--- src/rtl/fgpio_pkg.sv ---
`default_nettype none
// ============================================================================
//  Module      : fgpio_pkg
//  Description : Shared defaults and vector types for the FGPIO input
//                conditioning stage (fgpio_in_filter / fgpio_pin_filter).
//  Revision    : 1.0 - initial release
// ============================================================================

package fgpio_pkg;

    // Number of GPIO pins; matches the FGPIO instruction unit pin count.
    localparam int PIN_NUM_DEF = 8;

    // Width of the per-pin debounce counter and of the threshold input.
    localparam int DEB_W_DEF = 4;

    // One bit per pin.
    typedef logic [PIN_NUM_DEF-1:0] fgpio_vec_t;

    // Debounce counter / threshold value.
    typedef logic [DEB_W_DEF-1:0] fgpio_deb_t;

endpackage : fgpio_pkg

`default_nettype wire

--- src/rtl/fgpio_pin_filter.sv ---
`default_nettype none
// ============================================================================
//  Module      : fgpio_pin_filter
//  Description : Single-pin input conditioner: two-flop synchroniser,
//                programmable debounce filter and sticky edge detection.
//                Edge logic is only built when FGPIO_IN_EDGE_EN is defined;
//                otherwise both flag outputs are tied low.
//  Revision    : 1.0 - initial release
// ============================================================================

module fgpio_pin_filter
    import fgpio_pkg::*;
#(
    parameter int DEB_W = DEB_W_DEF
) (
    input  logic             clk_neg_i,
    input  logic             rst_ni,
    input  logic             pad,
    input  logic             dir,
    input  logic             flt_en,
    input  logic [DEB_W-1:0] flt_thresh,
    input  logic             edge_clr,
    output logic             level,
    output logic             rise_flag,
    output logic             fall_flag
);

    // Synchroniser pair; s1 is the only flop that sees the raw pad.
    logic s1;
    logic s2;

    // Filter state: accepted level and consecutive-difference counter.
    logic             q;
    logic             q_next;
    logic [DEB_W-1:0] cnt;
    logic [DEB_W-1:0] cnt_next;

    // Bring the asynchronous pad level into the clock domain.
    always_ff @(posedge clk_neg_i or negedge rst_ni) begin
        if (!rst_ni) begin
            s1 <= 1'b0;
            s2 <= 1'b0;
        end else begin
            s1 <= pad;
            s2 <= s1;
        end
    end

    // Decide the next accepted level and counter value.
    // The >= compare lets a threshold lowered mid-count accept at once, and
    // because the increment only happens while cnt < flt_thresh the counter
    // can never wrap.
    always_comb begin
        q_next   = q;
        cnt_next = cnt;
        if (!flt_en) begin
            q_next   = s2;
            cnt_next = '0;
        end else if (s2 == q) begin
            cnt_next = '0;
        end else if (cnt >= flt_thresh) begin
            q_next   = s2;
            cnt_next = '0;
        end else begin
            cnt_next = cnt + DEB_W'(1);
        end
    end

    // Register the filter state.
    always_ff @(posedge clk_neg_i or negedge rst_ni) begin
        if (!rst_ni) begin
            q   <= 1'b0;
            cnt <= '0;
        end else begin
            q   <= q_next;
            cnt <= cnt_next;
        end
    end

    assign level = q;

`ifdef FGPIO_IN_EDGE_EN

    // Edges are taken from the level about to be registered so that a flag
    // appears on the same clock edge as the new level. Pins driven as
    // outputs never raise flags.
    logic rise_set;
    logic fall_set;
    logic rise_q;
    logic fall_q;

    assign rise_set = q_next & ~q & ~dir;
    assign fall_set = ~q_next & q & ~dir;

    // Sticky flags; a set in the same cycle as a clear takes priority.
    always_ff @(posedge clk_neg_i or negedge rst_ni) begin
        if (!rst_ni) begin
            rise_q <= 1'b0;
            fall_q <= 1'b0;
        end else begin
            rise_q <= rise_set | (rise_q & ~edge_clr);
            fall_q <= fall_set | (fall_q & ~edge_clr);
        end
    end

    assign rise_flag = rise_q;
    assign fall_flag = fall_q;

`else

    // Without edge logic the direction and clear inputs have no consumer.
    logic unused_edge_in;
    assign unused_edge_in = dir ^ edge_clr;

    assign rise_flag = 1'b0;
    assign fall_flag = 1'b0;

`endif

endmodule : fgpio_pin_filter

`default_nettype wire

--- src/rtl/fgpio_in_filter.sv ---
`default_nettype none
// ============================================================================
//  Module      : fgpio_in_filter
//  Description : Input conditioning between the GPIO pads and the FGPIO
//                instruction unit. One fgpio_pin_filter per pin provides
//                synchronisation, debounce and sticky edge flags; this level
//                combines the masked flags into a registered interrupt.
//                Optional feature macro: FGPIO_IN_EDGE_EN (edge flags and
//                irq_o; when undefined they are tied to 0).
//  Revision    : 1.0 - initial release
// ============================================================================

module fgpio_in_filter
    import fgpio_pkg::*;
#(
    parameter int PIN_NUM = PIN_NUM_DEF,
    parameter int DEB_W   = DEB_W_DEF
) (
    input  logic               clk_neg_i,
    input  logic               rst_ni,
    input  logic [PIN_NUM-1:0] pad_in_i,
    input  logic [PIN_NUM-1:0] gpio_dir_i,
    input  logic               flt_en_i,
    input  logic [DEB_W-1:0]   flt_thresh_i,
    output logic [PIN_NUM-1:0] gpio_in_val_o,
    input  logic [PIN_NUM-1:0] rise_en_i,
    input  logic [PIN_NUM-1:0] fall_en_i,
    input  logic [PIN_NUM-1:0] edge_clr_i,
    output logic [PIN_NUM-1:0] rise_flag_o,
    output logic [PIN_NUM-1:0] fall_flag_o,
    output logic               irq_o
);

    logic [PIN_NUM-1:0] level;
    logic [PIN_NUM-1:0] rise_flag;
    logic [PIN_NUM-1:0] fall_flag;

    // One independent conditioner per pin; threshold and enable are shared.
    for (genvar i = 0; i < PIN_NUM; i++) begin : g_pin
        fgpio_pin_filter #(
            .DEB_W      (DEB_W)
        ) u_pin (
            .clk_neg_i  (clk_neg_i),
            .rst_ni     (rst_ni),
            .pad        (pad_in_i[i]),
            .dir        (gpio_dir_i[i]),
            .flt_en     (flt_en_i),
            .flt_thresh (flt_thresh_i),
            .edge_clr   (edge_clr_i[i]),
            .level      (level[i]),
            .rise_flag  (rise_flag[i]),
            .fall_flag  (fall_flag[i])
        );
    end

    assign gpio_in_val_o = level;
    assign rise_flag_o   = rise_flag;
    assign fall_flag_o   = fall_flag;

`ifdef FGPIO_IN_EDGE_EN

    logic irq_q;

    // Level interrupt, registered so it trails the flags by one cycle.
    always_ff @(posedge clk_neg_i or negedge rst_ni) begin
        if (!rst_ni) begin
            irq_q <= 1'b0;
        end else begin
            irq_q <= |((rise_flag & rise_en_i) | (fall_flag & fall_en_i));
        end
    end

    assign irq_o = irq_q;

`else

    // Interrupt masks have no consumer without edge logic.
    logic unused_irq_in;
    assign unused_irq_in = ^{rise_en_i, fall_en_i};

    assign irq_o = 1'b0;

`endif

endmodule : fgpio_in_filter

`default_nettype wire
--- config.mk ---
export PLATFORM = sky130hd
export DESIGN_NAME = fgpio_in_filter
export DESIGN_NICKNAME = d
export VERILOG_FILES = /design/src/rtl/fgpio_pkg.sv /design/src/rtl/fgpio_pin_filter.sv /design/src/rtl/fgpio_in_filter.sv
export SDC_FILE = /design/constraint.sdc
export NUM_CORES = 1
export LEC_CHECK = 0
export BUFFER_PORTS_ARGS = -buffer_cell sky130_fd_sc_hd__buf_2
export CAP_MARGIN = 40
export CORE_UTILIZATION = 58
export DETAILED_ROUTE_END_ITERATION = 10
export PLACE_DENSITY = 0.85
export SETUP_SLACK_MARGIN = 0.5
export SLEW_MARGIN = 20
export SYNTH_ARGS = -nofsm -noshare
export SYNTH_HDL_FRONTEND = slang
export SYNTH_HIERARCHICAL = 1
export SYNTH_SLANG_ARGS = --single-unit
--- constraint.sdc ---
create_clock -name clk_neg_i -period 4.8 [get_ports clk_neg_i]
set_clock_uncertainty 0.1 [all_clocks]
set_input_delay 0 -clock clk_neg_i [delete_from_list [all_inputs] [get_ports clk_neg_i]]
set_output_delay 0 -clock clk_neg_i [all_outputs]
set_load 0.05 [all_outputs]
==> summary.txt <==
Clock tree
  • Setup bufs post-CTS: 0
  • Clock Latency Late Sink: 0.31 ns
  • Root buf cell: clkbuf_8
  • CTS tree: done
  • CTS buffer count: 5
  • Clock transition at the registers of the reported paths: 0.10 ns
  • Clk sinks: 56
  • H-tree levels: 2
  • Post-CTS Resized: 0
  • Post-CTS Hold Fix Bufs: 9
  • Clock Path Buffers: 2

GRT
  • Largest net degree at the start of global routing: 57
  • GRT overflow: 0
  • All-layer global routing usage: 19.1%
  • Number of global-route vias before repair: 1792
  • First-pass GRT wire length: 7.82 mm
  • Initial antenna violation count: 0

Worst setup path
  • CP max stage cell: dfrtp_1
  • Highest net fanout along the worst path: 4
  • FF-to-FF path depth: 5
  • Crit Reg-Reg Endpoint: g_pin[5].u_pin/level$_DFFE_PN0P_
  • Worst setup SP type: flip-flop
  • Critical path endpoint category: flip-flop
  • Arr. time, crit path: 1.75 ns
  • Critical path type: reg2reg
  • RR Startpoint: g_pin[5].u_pin/cnt[0]$_DFF_PN0_
  • CP cell instances: inv_1 > ha_1 > nor3b_2 > o211ai_1 > mux2_1
  • CP startpoint: g_pin[5].u_pin/cnt[0]$_DFF_PN0_
  • WP data required: 4.89 ns
  • Buf/Inv on CP: 1
  • Critical path's largest stage delay: 0.40 ns
  • Critical path's top delay family: flip-flops
  • Reg2reg setup slack: 3.14 ns

Die
  • DIE AREA: 0.00554 sq mm
  • Initial Util: 60.0%
  • I/O pin count: 72
  • Placeable core area: 0.00507 sq mm
  • Die height: 74.4 um
  • # rows: 26
  • Die Wd: 74.4 um

Min path
  • Hold EP: g_pin[3].u_pin/level$_DFFE_PN0P_
  • Hold Path Depth: 4
  • HP Class: in2reg
  • Min-delay src: flt_en_i

Place
  • Final GP Congestion: 0.786
  • Buffers on Ports: 22
  • Post-DP HPWL: 3.28 mm

STA
  • Worst-margin pin slew: 0.677 ns
  • Final setup TNS: 0 ns
  • Fin crit share: 34.5%
  • Max Transition Viols Final: 0
  • Final setup viols: 0
  • Crit path time final: 1.66 ns
  • Max Freq: 603 MHz
  • Final hold vios: 0
  • Worst hold margin: 0.170 ns
  • Worst rel slew slack: 54.9%
  • RSZ-0062 raised after global routing: false

Routing
  • WL per Instance: 12.2 um
  • Final wirelength: 4.69 mm
  • Initial drt markers: 73
  • Via Count: 1914
  • Drt pass-1 iters: 7
  • ANT nets after route: 0
  • Vias per cell: 5.00
  • Post-route DRC: 1

Cells and area
  • Layout cells sized above 1: 12.1%
  • Area Growth Syn to Fin: 9.58%
  • Number of fill cells: 394
  • Total Nets Final: 399
  • # diodes: 0

Synthesis
  • Gate Count Post-Synth: 282
  • Post-synthesis sequential area ratio: 46.0%
  • Syn_area_per_cell: 10.8 sq um
  • FF+latch count, synth: 56
  • YS warnings: 6
  • Synth cell types: 15
  • Top cell type's share of synthesized area: 46.0%
  • Post-synthesis instance area: 0.00304 sq mm
  • Synth area leaders: dfrtp_1, ha_1, inv_1
  • Dominant cell type by area after synthesis: dfrtp_1

Power and ir drop
  • Pleak: 1.70 nW
  • Total power density per cell area: 295 mW/mm^2
  • VDD IR-drop max: 0.000200 V

Outcome
  • Outcome: complete, but fails checks
  • Failing checks: DRC

Flow run
  • Max cap viols: 0
==> report_power, final <==
part	internal, mW	leakage [nW]	total [mW]	switching [mW]
clock	0.118	0.0445	0.266	0.148
combinational	0.0649	0.937	0.198	0.133
sequential	0.499	0.719	0.522	0.0222
==> cells in the final DEF (no fill, tap or decap), types with 9 or more instances in the layout <==
cell type      Yosys  routed
dfrtp_1           56      56
buf_2              0      22
o211ai_1          16      16
inv_1             40      40
dlygate4sd3_1      0       9
xor2_1            16      16
nor2_1            32      32
conb_1             9      17
ha_1              40      40
==> how the worst max path moves through the flow <==
stage                                  endpoint  slack (ns)  cells after the start
5_1_grt        g_pin[2].u_pin/level$_DFFE_PN0P_        3.04                      5
3_5_place_dp   g_pin[0].u_pin/level$_DFFE_PN0P_        3.16                      5
2_1_floorplan  g_pin[0].u_pin/level$_DFFE_PN0P_        3.29                      5
4_1_cts        g_pin[0].u_pin/level$_DFFE_PN0P_        3.13                      5
3_3_place_gp   g_pin[5].u_pin/level$_DFFE_PN0P_        3.21                      5
6_report       g_pin[5].u_pin/level$_DFFE_PN0P_        3.14                      5
==> kinds of logic (layout without fill, tap and decap cells) <==
family	count (synthesis)	count (layout)	share of synthesized area, %
simple gates	64	64	11.2
buf+inv	57	80	9.12
flops	56	56	46.0
fa+ha+maj	40	40	16.4
compound gates	24	24	6.25
xor+xnor	24	24	6.91
other cells	9	17	1.11
mux	8	8	2.96
==> metrics by stage <==
step / instances / power [mW] / setup slack [ns] / utilization (%) / cell area [sq um]
5_1_grt: 383 / 1.04 / 3.04 / 65.7 / 3340
3_5_place_dp: 366 / 0.725 / 3.16 / 62.1 / 3150
2_1_floorplan: 290 / 0.683 / 3.29 / - / 3070
4_1_cts: 383 / 0.998 / 3.13 / 65.7 / 3340
3_3_place_gp: 366 / 0.716 / 3.21 / 62.1 / 3150
6_report: 383 / 0.985 / 3.14 / 65.7 / 3340
==> layer usage <==
| metal | share of wire [%] | wire length, um | up-vias | GRT usage, % |
|---|---|---|---|---|
| met4 | 1.4 | 66 | 0 | 7.13 |
| met2 | 51 | 2400 | 30 | 32.0 |
| met5 | 0 | 0 | - | 0 |
| li1 | - | - | 955 | - |
| met1 | 45 | 2100 | 922 | 24.3 |
| met3 | 2.6 | 123 | 7 | 4.20 |
==> state kept, by name, indices dropped and copies added (netlist names) <==
name and flops:
g_pin.u_pin/cnt 32, g_pin.u_pin/level 8, g_pin.u_pin/s1 8, g_pin.u_pin/s2 8
==> cell type report <==
type / count / area, sq um / area share, %
well taps: 70 / 87.6 / 2.63
repair buffers: 32 / 208 / 6.23
clock buffers: 7 / 86.3 / 2.59
flip-flops and latches: 56 / 1400 / 42.0
inverters: 40 / 150 / 4.50
multi-input cells: 177 / 1400 / 41.8
clock inverters: 1 / 7.51 / 0.225
==> synthesized netlist by cell type (all sizes together) <==
master and instances:
dfrtp 56, ha 40, inv 40, nor2 32, buf 17, o211ai 16
xor2 16, conb 9, mux2 8, nand2 8, nand3 8, nor2b 8
nor3b 8, o2111ai 8, xnor2 8
==> tightest hold or removal path, stage by stage <==
cell      delay (ns)
buf_2           0.16
nor2b_1         0.16
o211ai_1        0.09
mux2_1          0.14
No activity file was read; power rests on OpenSTA's default activity.
